<file path="config.mk">
export PLATFORM = sky130hd
export DESIGN_NAME = uart_rx
export DESIGN_NICKNAME = d
export VERILOG_FILES = /design/src/rtl/uart_rx_pkg.sv /design/src/rtl/uart_rx_bit_sync.sv /design/src/rtl/uart_rx.sv
export SDC_FILE = /design/constraint.sdc
export NUM_CORES = 1
export LEC_CHECK = 0
export ABC_CLOCK_PERIOD_IN_PS = 1800
export CORE_ASPECT_RATIO = 0.75
export CORE_UTILIZATION = 54
export DETAILED_ROUTE_END_ITERATION = 8
export HOLD_SLACK_MARGIN = 0.02
export PLACE_DENSITY = 0.77
export SKIP_CTS_REPAIR_TIMING = 1
export SYNTH_ARGS = -nofsm -noshare
export SYNTH_HDL_FRONTEND = slang
export SYNTH_SLANG_ARGS = --single-unit
</file>
<file path="constraint.sdc">
create_clock -name clk -period 1.8 [get_ports clk]
set_clock_uncertainty 0.15 [all_clocks]
set_input_delay 0.36 -clock clk [delete_from_list [all_inputs] [get_ports clk]]
set_output_delay 0.36 -clock clk [all_outputs]
set_load 0.03 [all_outputs]
</file>
<file path="src/rtl/uart_rx_pkg.sv">
// Shared UART types and helpers: receiver state encoding, data width and
// the baud divider calculation used by the rx (and later tx) blocks.
package lib_uart;

  typedef enum logic [1:0] {IDLE, START, DATA, STOP} UART_RX_STATE;

  localparam int UART_DATA_BITS = 8;

  function automatic int clks_per_bit(input int clk_hz, input int baud);
    return clk_hz / baud;
  endfunction

endpackage

</file>
<file path="src/rtl/uart_rx_bit_sync.sv">
// Two-flop synchroniser for a single asynchronous bit, with a selectable
// reset value so idle-high lines do not glitch low coming out of reset.
module bit_sync #(
  parameter logic RESET_VAL = 1'b1
) (
  input  logic clk,
  input  logic reset,
  input  logic d,
  output logic q
);

  logic meta;

  always_ff @(posedge clk) begin
    if (reset) begin
      meta <= RESET_VAL;
      q    <= RESET_VAL;
    end else begin
      meta <= d;
      q    <= meta;
    end
  end

endmodule

</file>
<file path="src/rtl/uart_rx.sv">
// 8N1 UART receiver feeding the cpu: holds each byte with a level flag until
// the cpu acknowledges it, and reports overrun and framing errors as sticky bits.
module uart_rx
  import lib_uart::*;
#(
  parameter int CLK_HZ = 12_000_000,
  parameter int BAUD   = 115_200
) (
  input  logic       clk,
  input  logic       reset,
  input  logic       rx,
  output logic [7:0] rx_data,
  output logic       irr,
  input  logic       ack,
  output logic       overrun,
  output logic       frame_err
);

  localparam int CLKS_PER_BIT = clks_per_bit(CLK_HZ, BAUD);
  localparam int HALF_BIT     = CLKS_PER_BIT / 2;
  localparam int CNT_W        = $clog2(CLKS_PER_BIT);

  UART_RX_STATE state, state_next;
  logic [CNT_W-1:0]          cnt, cnt_next;
  logic [2:0]                bitidx, bitidx_next;
  logic [UART_DATA_BITS-1:0] shreg, shreg_next;
  logic rx_s, rx_s_prev;
  logic ack_q, ack_rise;
  logic byte_done, stop_bad;

  bit_sync #(.RESET_VAL(1'b1)) u_rx_sync (
    .clk   (clk),
    .reset (reset),
    .d     (rx),
    .q     (rx_s)
  );

  assign ack_rise = ack & ~ack_q;

  always_ff @(posedge clk) begin
    if (reset) begin
      state     <= IDLE;
      cnt       <= '0;
      bitidx    <= '0;
      shreg     <= '0;
      rx_s_prev <= 1'b1;
      ack_q     <= 1'b0;
    end else begin
      state     <= state_next;
      cnt       <= cnt_next;
      bitidx    <= bitidx_next;
      shreg     <= shreg_next;
      rx_s_prev <= rx_s;
      ack_q     <= ack;
    end
  end

  // Start is re-checked at mid-bit so short glitches fall back to IDLE;
  // data and stop bits are then sampled one full bit period apart.
  always_comb begin
    state_next  = state;
    cnt_next    = cnt;
    bitidx_next = bitidx;
    shreg_next  = shreg;
    byte_done   = 1'b0;
    stop_bad    = 1'b0;
    case (state)
      IDLE: begin
        cnt_next = '0;
        if (rx_s_prev && !rx_s) state_next = START;
      end
      START: begin
        if (cnt == CNT_W'(HALF_BIT - 1)) begin
          cnt_next = '0;
          if (!rx_s) begin
            state_next  = DATA;
            bitidx_next = '0;
          end else begin
            state_next = IDLE;
          end
        end else begin
          cnt_next = cnt + CNT_W'(1);
        end
      end
      DATA: begin
        if (cnt == CNT_W'(CLKS_PER_BIT - 1)) begin
          cnt_next    = '0;
          shreg_next  = {rx_s, shreg[UART_DATA_BITS-1:1]};
          bitidx_next = bitidx + 3'd1;
          if (bitidx == 3'd7) state_next = STOP;
        end else begin
          cnt_next = cnt + CNT_W'(1);
        end
      end
      STOP: begin
        if (cnt == CNT_W'(CLKS_PER_BIT - 1)) begin
          cnt_next   = '0;
          state_next = IDLE;
          byte_done  = rx_s;
          stop_bad   = ~rx_s;
        end else begin
          cnt_next = cnt + CNT_W'(1);
        end
      end
      default: state_next = IDLE;
    endcase
  end

  // An ack edge landing on the delivery cycle frees the holding register,
  // so the new byte replaces the old one instead of counting as an overrun.
  always_ff @(posedge clk) begin
    if (reset) begin
      rx_data   <= '0;
      irr       <= 1'b0;
      overrun   <= 1'b0;
      frame_err <= 1'b0;
    end else begin
      if (byte_done) begin
        if (!irr || ack_rise) begin
          rx_data <= shreg;
          irr     <= 1'b1;
          if (ack_rise) begin
            overrun   <= 1'b0;
            frame_err <= 1'b0;
          end
        end else begin
          overrun <= 1'b1;
        end
      end else if (ack_rise) begin
        irr       <= 1'b0;
        overrun   <= 1'b0;
        frame_err <= 1'b0;
      end
      if (stop_bad) frame_err <= 1'b1;
    end
  end

endmodule

</file>
Yosys cells after proc, flatten, opt, wreduce, memory -nomap -nowiden
Index checks and enable logic that the tools add are counted.
{ "op_classes": {"n_addsub": 2, "eq_ne": 14, "mux": 28, "bitwise_logic": 3, "n_reduce_logical": 13} }
{ "op_table": {"columns": ["operator", "n"], "rows": [
  ["7-bit case mux with 3 select lines", 1],
  ["1-bit two-way mux", 14],
  ["7-bit two-way mux", 2],
  ["2-bit two-way mux", 6],
  ["2-bit != test, second input constant", 6],
  ["3-bit two-way mux", 3],
  ["2-bit case mux with 4 select lines", 1],
  ["7-bit by 1-bit adder with 7-bit output, second input constant", 1],
  ["7-bit by 6-bit equality test with 1-bit output, second input constant", 1],
  ["7-bit equality test, second input constant", 1],
  ["3-bit case mux with 2 select lines", 1],
  ["2-bit AND reduction", 3],
  ["5-bit AND reduction", 1],
  ["2-bit equality test, second input constant", 2],
  ["4-bit AND reduction", 1],
  ["2-bit nonzero test", 2],
  ["3-bit by 1-bit adder with 3-bit output, second input constant", 1],
  ["3-bit equality test, second input constant", 1],
  ["3-bit by 1-bit != test with 1-bit output, second input constant", 1],
  ["2-bit by 1-bit equality test with 1-bit output, second input constant", 1],
  ["1-bit logical NOT", 2],
  ["2-bit logical NOT", 1],
  ["2-bit by 1-bit != test with 1-bit output, second input constant", 1],
  ["1-bit NOT", 2],
  ["4 further kinds", 4]
]} }
{ "totals": {"ff_bits": 35, "wordCells": 72} }

Longest topological paths before layout
Gate-level depths: netlist of the first run.
{ "depth": {"depth_word": 6, "mapped_depth": 5} }

Hierarchy
From an unflattened synthesis of the first run, not the netlist that was laid out.
{ "hier_totals": {"cells_unflattened": 137, "hier_area_um2": 1412.6} }
{ "modules_own_cells": {"columns": ["module", "instances", "cells_each", "area_each_um2", "seq_area_each_um2"], "rows": [
  ["uart_rx", 1, 133, 1360.1, 660.6],
  ["bit_sync", 1, 4, 52.6, 40.0]
]} }

Least setup slack after synthesis of the first run
OpenSTA, ideal clock, no wires.
{ "synth_timing": {"kind": "reg2reg", "startpoint": "register cnt[0]", "endpoint": "register cnt[2]", "arrival_ns": 1.322, "required_time_ns": 1.529, "setup_slack_ns": 0.207, "path_stages_with_launch": 6, "n_path_buf": 0, "cell_sequence": "dfxtp_1 > ha_1 > nand4b_1 > nor3_1 > o32a_1 > nor2_1"} }
{ "synth_via": {"elab_chain_cells": 3, "elab_cells_between_ends": 6} }
{ "synth_rtl": {"columns": ["element", "line", "rtl"], "rows": [
  ["from (decl)", "uart_rx.sv:24", "logic [CNT_W-1:0] cnt, cnt_next;"],
  ["from (signal assigned)", "uart_rx.sv:50", "cnt <= cnt_next;"],
  ["7-bit by 1-bit adder with 7-bit output (tied with other cells)", "uart_rx.sv:82, uart_rx.sv:92, uart_rx.sv:102", null],
  ["7-bit two-way mux, on equally long branches", "uart_rx.sv:86, uart_rx.sv:96, uart_rx.sv:73", null],
  ["7-bit case mux with 3 select lines (*)", "uart_rx.sv:67", "case (state)"]
]} }
Every way passes the cells marked *; elsewhere a longest branch is shown, timed or not.
A chain may end at the register's enable or synchronous reset.

Final worst setup path of the first run
{ "layout_timing": {"startpoint": "register cnt[0]", "endpoint": "register cnt[4]"} }
The elaborated chain is that of the path after synthesis.

==> results of run 1 <==
## kinds of logic (layout without fill, tap and decap cells)
| group | count (synthesis) | in the layout | synth area share [%] |
|---|---|---|---|
| XOR/XNOR | 6 | 6 | 3.73 |
| AO/OA/AOI/OAI | 14 | 14 | 7.63 |
| adder cells (fa/ha/maj) | 4 | 4 | 3.55 |
| AND/OR/NAND/NOR | 55 | 55 | 21.5 |
| flip-flops | 35 | 35 | 49.7 |
| buffers and inverters | 7 | 31 | 1.86 |
| multiplexers | 17 | 17 | 12.1 |
## through the flow
step	total power [mW]	hold WS (ns)	worst slack, ns
floorplan	0.824	0.239	0.207
global placement	0.838	0.243	0.0672
detailed placement	0.841	0.252	-0.0213
CTS	1.42	0.287	-0.113
global route	1.46	0.304	0.0223
finish	1.41	0.292	0.117
## routing by layer
layer	track usage, %	up-vias
met5	0	-
met4	5.45	0
met1	27.7	484
li1	-	526
met2	34.7	17
met3	9.27	7
## critical path: cells and delay by family, from the launching register on
kind / cells / cell delay, ns
simple gates: 3 / 0.49
flops: 1 / 0.36
compound gates: 1 / 0.33
fa+ha+maj: 1 / 0.24
## area by class of cell
class / instances / area share (%)
repair buffers: 19 / 12.4
well taps: 34 / 2.42
clock buffers: 6 / 2.92
multi-input cells: 96 / 39.5
clock inverters: 2 / 1.99
inverters: 4 / 0.853
flip-flops and latches: 35 / 39.9
## power by group through the flow
stage	Combinational (mW)	Sequential (mW)	Clock, mW
finish	0.0380	0.786	0.586
global route	0.0420	0.787	0.634
CTS	0.0376	0.786	0.598
detailed placement	0.0375	0.803	0
global placement	0.0351	0.803	0
floorplan	0.0225	0.802	0
## flip-flops by register name, indices dropped and copies added (netlist names), 3 cells and up, named ones only
register  flops
cnt           7
rx_data       8
shreg         8
bitidx        3
## path summary, 6_finish.rpt
kind	startpoint	end	slack [ns]	cells past startpoint
hold reg to reg	cnt[0]	cnt[0]	0.29	1
setup reg to reg	cnt[0]	cnt[4]	0.12	5
hold / removal	cnt[0]	cnt[0]	0.29	1
setup / recovery	cnt[0]	cnt[4]	0.12	5
## layout by cell type (no fill, tap or decap), types with 2 or more instances in the layout
| cell | Yosys | layout |
|---|---|---|
| nand2_1 | 22 | 22 |
| nor2_1 | 11 | 11 |
| buf_4 | 0 | 4 |
| clkdlybuf4s50_1 | 0 | 3 |
| xnor2_1 | 3 | 3 |
| ha_1 | 4 | 3 |
| nor2_4 | 1 | 2 |
| mux2i_1 | 17 | 17 |
| a31oi_1 | 2 | 2 |
| o2bb2ai_1 | 3 | 3 |
| clkbuf_4 | 0 | 5 |
| dlymetal6s2s_1 | 0 | 11 |
| nand3_1 | 6 | 6 |
| xor2_1 | 3 | 3 |
| and3_1 | 3 | 3 |
| inv_1 | 4 | 4 |
| a22oi_1 | 2 | 2 |
| or2_2 | 3 | 3 |
| nor2b_1 | 2 | 2 |
| dfxtp_1 | 35 | 34 |
==> results.sh, run 1 <==
export IMPL_critPathMaxStageDelay_ns=0.36
export IMPL_holdCritPathClass="flop to flop"
export IMPL_drive_gt1_share_pct=14.8
export IMPL_cts_sinks=35
export IMPL_viasPerCell=5.28
export IMPL_area_delta_synth_final_pct=24.8
export IMPL_irDropWorstVdd_v=0.000432
export IMPL_fin_nets=169
export IMPL_rsz0062_at_grt="no"
export IMPL_hold_viol_final=0
export IMPL_io_pin_count=15
export IMPL_syn_num_nets=146
export IMPL_power_frac_comb_pct=2.7
export IMPL_cts_buffers_inserted=5
export IMPL_synth_seq_area_share_pct=49.7
export IMPL_power_switching_mw=0.286
export IMPL_top_layer_used="met4"
export IMPL_grt_pass1_wl_mm=4.26
export IMPL_max_slew_margin_pct=75.0
export IMPL_grt_max_degree=18
export IMPL_placed_cell_area_sq_um=1620
export IMPL_avgRoutedWirePerCell_microns=14.0
export IMPL_cts_tree="done"
export IMPL_cp_start_kind="flop"
export IMPL_ys_async_sr_fraction_pct=0
export IMPL_overflow=0
export IMPL_drt_wl_total_mm=2.74
export IMPL_crit_path_end_kind="flop"
export IMPL_dr_pass1_iters=4
export IMPL_clkSlewWorstSetupHoldPaths_ns=0.10
export IMPL_p_sw_share_pct=20.3
export IMPL_syn_cell_area_sq_um=1410
export IMPL_slowest_stage="dfxtp_2"
export IMPL_final_area_sq_um=1760
export IMPL_die_area_sq_um=2820
export IMPL_vias=1034
export IMPL_grt_pass1_vias=935
export IMPL_period_share_pct=93.5
export IMPL_period_needed_ns=1.68
export IMPL_p_seq_share_pct=55.7
export IMPL_wl_met1_mm=1.35
export IMPL_synth_top_area_cell="dfxtp_1"
export IMPL_p_int_mw=1.12
export IMPL_synth_edf_count=0
export IMPL_fill_cells=176
export IMPL_gp_congestion=0.831
export IMPL_dp_cells=187
export IMPL_fin_setup_tns_ns=0
export IMPL_slew_violations=0
export IMPL_worstPathRequired_ns=1.87
export IMPL_clk_latency_ns=0.33
export IMPL_yosys_top_cells_area="dfxtp_1 (50%), mux2i_1 (12%), nand2_1 (5.9%)"
export IMPL_grt_usage_pct=21.9
export IMPL_antenna_cells=0
export IMPL_path_max_fanout=7
export IMPL_ys_flop_type="dfxtp_1"
export IMPL_ys_seq_elements=35
export IMPL_ant_nets=0
export IMPL_crit_path_cell_trace="ha_2 -> nand4bb_4 -> nor2_4 -> o32a_1 -> nor2_1"
export IMPL_critPathArrivalTime_ns=1.76
export IMPL_pwr_density_cell_nw_per_um2=802
export IMPL_synth_cell_types=31
export IMPL_drc=0
export IMPL_maxCapViolCount=0
export IMPL_clock_power_share_pct=41.6
export IMPL_total_leakage_power_nw=0.883
export IMPL_htreeDepth=2
export IMPL_setup_viol=0
export IMPL_post_route_util_pct=73.8
export IMPL_antenna_found_initial=0
export IMPL_met3WireLength_microns=88
export IMPL_clockBufferDepth=2
export IMPL_dieWidth_microns=61.0
export IMPL_portBuffers=14
export IMPL_cts_root_buf="clkbuf_4"
export IMPL_layoutNonFillerInstCount=196
export IMPL_core_area_sq_um=2380
export IMPL_multi_input_area_sq_um=696
export IMPL_worstSetupPathType="flop to flop"
export IMPL_syn_avg_cell_area_sq_um=10.2
export IMPL_status="finished, final reports clean"
export IMPL_ys_warn_count=0
export IMPL_dr_first_iter_drc_count=57
export IMPL_regArea_sq_um=702
export IMPL_syn_inst=138
export IMPL_die_y_microns=46.3
export IMPL_fmax_ghz=0.594
export IMPL_tightest_slew_ns=0.375
export IMPL_synth_top_area_share_pct=49.7
export IMPL_hpwlAfterDp_mm=1.94
export IMPL_dr_wl_met2_mm=1.28
export IMPL_start_util_pct=59.2
export IMPL_fp_row_count=15
export IMPL_synth_most_common_cell="dfxtp_1"
export IMPL_synth_common_cells="dfxtp_1 (35), nand2_1 (22), mux2i_1 (17)"
No activity file was read; power rests on OpenSTA's default activity.
==> inputs of run 2 (changes only) <==
--- a/config.mk
+++ b/config.mk
@@ -7,6 +7,7 @@
 export LEC_CHECK = 0
 export ABC_CLOCK_PERIOD_IN_PS = 1800
 export CORE_ASPECT_RATIO = 0.75
+export CORE_MARGIN = 4
 export CORE_UTILIZATION = 54
 export DETAILED_ROUTE_END_ITERATION = 8
 export HOLD_SLACK_MARGIN = 0.02
==> results.sh, run 2 (synthesized netlist as in run 1, its figures left out) <==
export IMPL_status="finished, final reports clean"
export IMPL_area_delta_synth_final_pct=22.7
export IMPL_drt_wl_total_mm=2.78
export IMPL_path_max_fanout=7
export IMPL_reg2reg_to="cnt[0]"
export IMPL_fin_nets=169
export IMPL_cts_tree="done"
export IMPL_setup_slack_ns=0.124
export IMPL_slew_violations=0
export IMPL_p_total_mw=1.23
export IMPL_cts_buffers_inserted=5
export IMPL_grt_usage_pct=17.8
export IMPL_fin_setup_tns_ns=0
export IMPL_irDropWorstVdd_v=0.000659
export IMPL_drive_gt1_share_pct=14.2
export IMPL_dr_first_iter_drc_count=26
export IMPL_worstPathRequired_ns=1.88
export IMPL_period_share_pct=93.1
export IMPL_hp_start="u_rx_sync.meta"
export IMPL_vias=1041
export IMPL_overflow=0
export IMPL_slowest_stage="dfxtp_1"
export IMPL_ant_nets=0
export IMPL_grt_pass1_wl_mm=4.42
export IMPL_place_ws_ns=-0.00424
export IMPL_antenna_found_initial=0
export IMPL_grt_max_degree=19
export IMPL_final_common_cell="dfxtp_1"
export IMPL_critPathMaxStageDelay_ns=0.40
export IMPL_grt_pass1_vias=978
export IMPL_hpwlAfterDp_mm=1.98
export IMPL_hold_ws_ns=0.271
export IMPL_core_area_sq_um=2380
export IMPL_cts_root_buf="clkbuf_4"
export IMPL_tightest_slew_ns=0.328
export IMPL_most_common_layout_cells="dfxtp_1 (34), nand2_1 (22), mux2i_1 (17)"
export IMPL_timing_rr_start="cnt[1]"
export IMPL_antenna_cells=0
export IMPL_min_path_cells=1
export IMPL_io_pin_count=15
export IMPL_gp_congestion=0.780
export IMPL_avgRoutedWirePerCell_microns=14.2
export IMPL_portBuffers=14
export IMPL_crit_path_end_kind="flop"
export IMPL_die_y_microns=52.3
export IMPL_hold_viol_final=0
export IMPL_cts_sinks=35
export IMPL_holdCritPathClass="flop to flop"
export IMPL_dieWidth_microns=67.0
export IMPL_period_needed_ns=1.68
export IMPL_drc=0
export IMPL_r2r_cells=5
export IMPL_dr_pass1_iters=4
export IMPL_viasPerCell=5.31
export IMPL_cp_start_kind="flop"
export IMPL_fp_row_count=15
export IMPL_maxCapViolCount=0
export IMPL_reg_top3="rx_data (8), shreg (8), cnt (7)"
export IMPL_start_util_pct=59.2
export IMPL_clkSlewWorstSetupHoldPaths_ns=0.10
export IMPL_placed_cell_area_sq_um=1620
export IMPL_setup_viol=0
export IMPL_clk_latency_ns=0.34
export IMPL_r2r_setup_slack_ns=0.12
export IMPL_final_area_sq_um=1730
export IMPL_min_to="u_rx_sync.q"
export IMPL_pwr_density_cell_nw_per_um2=714
export IMPL_max_slew_margin_pct=78.1
export IMPL_die_area_sq_um=3500
export IMPL_critPathArrivalTime_ns=1.76
export IMPL_worstSetupPathType="flop to flop"
export IMPL_htreeDepth=2
export IMPL_fmax_ghz=0.597
export IMPL_crit_path_cell_trace="ha_4 -> nand4bb_4 -> nor2_4 -> o32a_1 -> nor2_1"
export IMPL_total_leakage_power_nw=0.865
export IMPL_rsz0062_at_grt="no"
export IMPL_clockBufferDepth=2
[run 2: cell count changes in the layout (fill, tap and decap cells not counted)]
cell and change:
clkinv_2 +2, nor3_1 +1, bufinv_16 -1, ha_4 +1, clkbuf_8 -1, ha_2 -1
nor3_2 -1
[run 2: power by group]
| group | switching, mW | total [mW] | leakage [nW] | internal [mW] |
|---|---|---|---|---|
| combinational | 0.0201 | 0.0365 | 0.547 | 0.0164 |
| clock | 0.267 | 0.412 | 0.0347 | 0.145 |
| sequential | 0.00594 | 0.786 | 0.283 | 0.780 |
| total | 0.293 | 1.23 | 0.865 | 0.942 |
[run 2: per-layer routing]
layer | vias up | wire, microns | track usage [%]
met5 | - | 0 | 0
met4 | 0 | 65 | 10.1
met3 | 8 | 125 | 5.15
met2 | 19 | 1250 | 26.1
met1 | 490 | 1340 | 23.2
li1 | 524 | - | -
[run 2: area by class of cell]
type	instances	area, sq um
Timing Repair Buffer	19	218
Tap cell	34	42.5
Fill cell	192	653
Inverter	4	15.0
Sequential cell	35	702
Multi-Input combinational cell	96	701
Clock inverter	3	15.0
Clock buffer	5	37.5
[run 2: per-stage QoR]
step | util (%) | cells
6_report | 72.6 | 196
5_1_grt | 72.6 | 196
4_1_cts | 70.3 | 195
3_5_place_dp | 68.1 | 187
3_3_place_gp | 68.1 | 187
2_1_floorplan | - | 138
[run 2: worst max path at each step]
stage | start | end | slack (ns)
final | cnt[1] | cnt[0] | 0.12
after global routing | cnt[1] | cnt[0] | 0.02
after CTS | irr | irr | -0.12
after detailed placement | reset | shreg[1] | -0.004
after global placement | reset | bitidx[0] | 0.09
after floorplan | cnt[0] | cnt[2] | 0.21
[run 2: worst max-delay path: cells and delay by family (launching register included)]
| kind | cells | cell delay, ns |
|---|---|---|
| AO/OA/AOI/OAI | 1 | 0.33 |
| flip-flops | 1 | 0.40 |
| AND/OR/NAND/NOR | 3 | 0.49 |
| adder cells (fa/ha/maj) | 1 | 0.19 |
==> inputs of run 3 (changes only) <==
--- a/config.mk
+++ b/config.mk
@@ -6,6 +6,7 @@
 export NUM_CORES = 1
 export LEC_CHECK = 0
 export ABC_CLOCK_PERIOD_IN_PS = 1800
+export CAP_MARGIN = 20
 export CORE_ASPECT_RATIO = 0.75
 export CORE_MARGIN = 4
 export CORE_UTILIZATION = 54
==> results of run 3 <==
No change in the layout: final DEF, timing and power equal those of run 2.
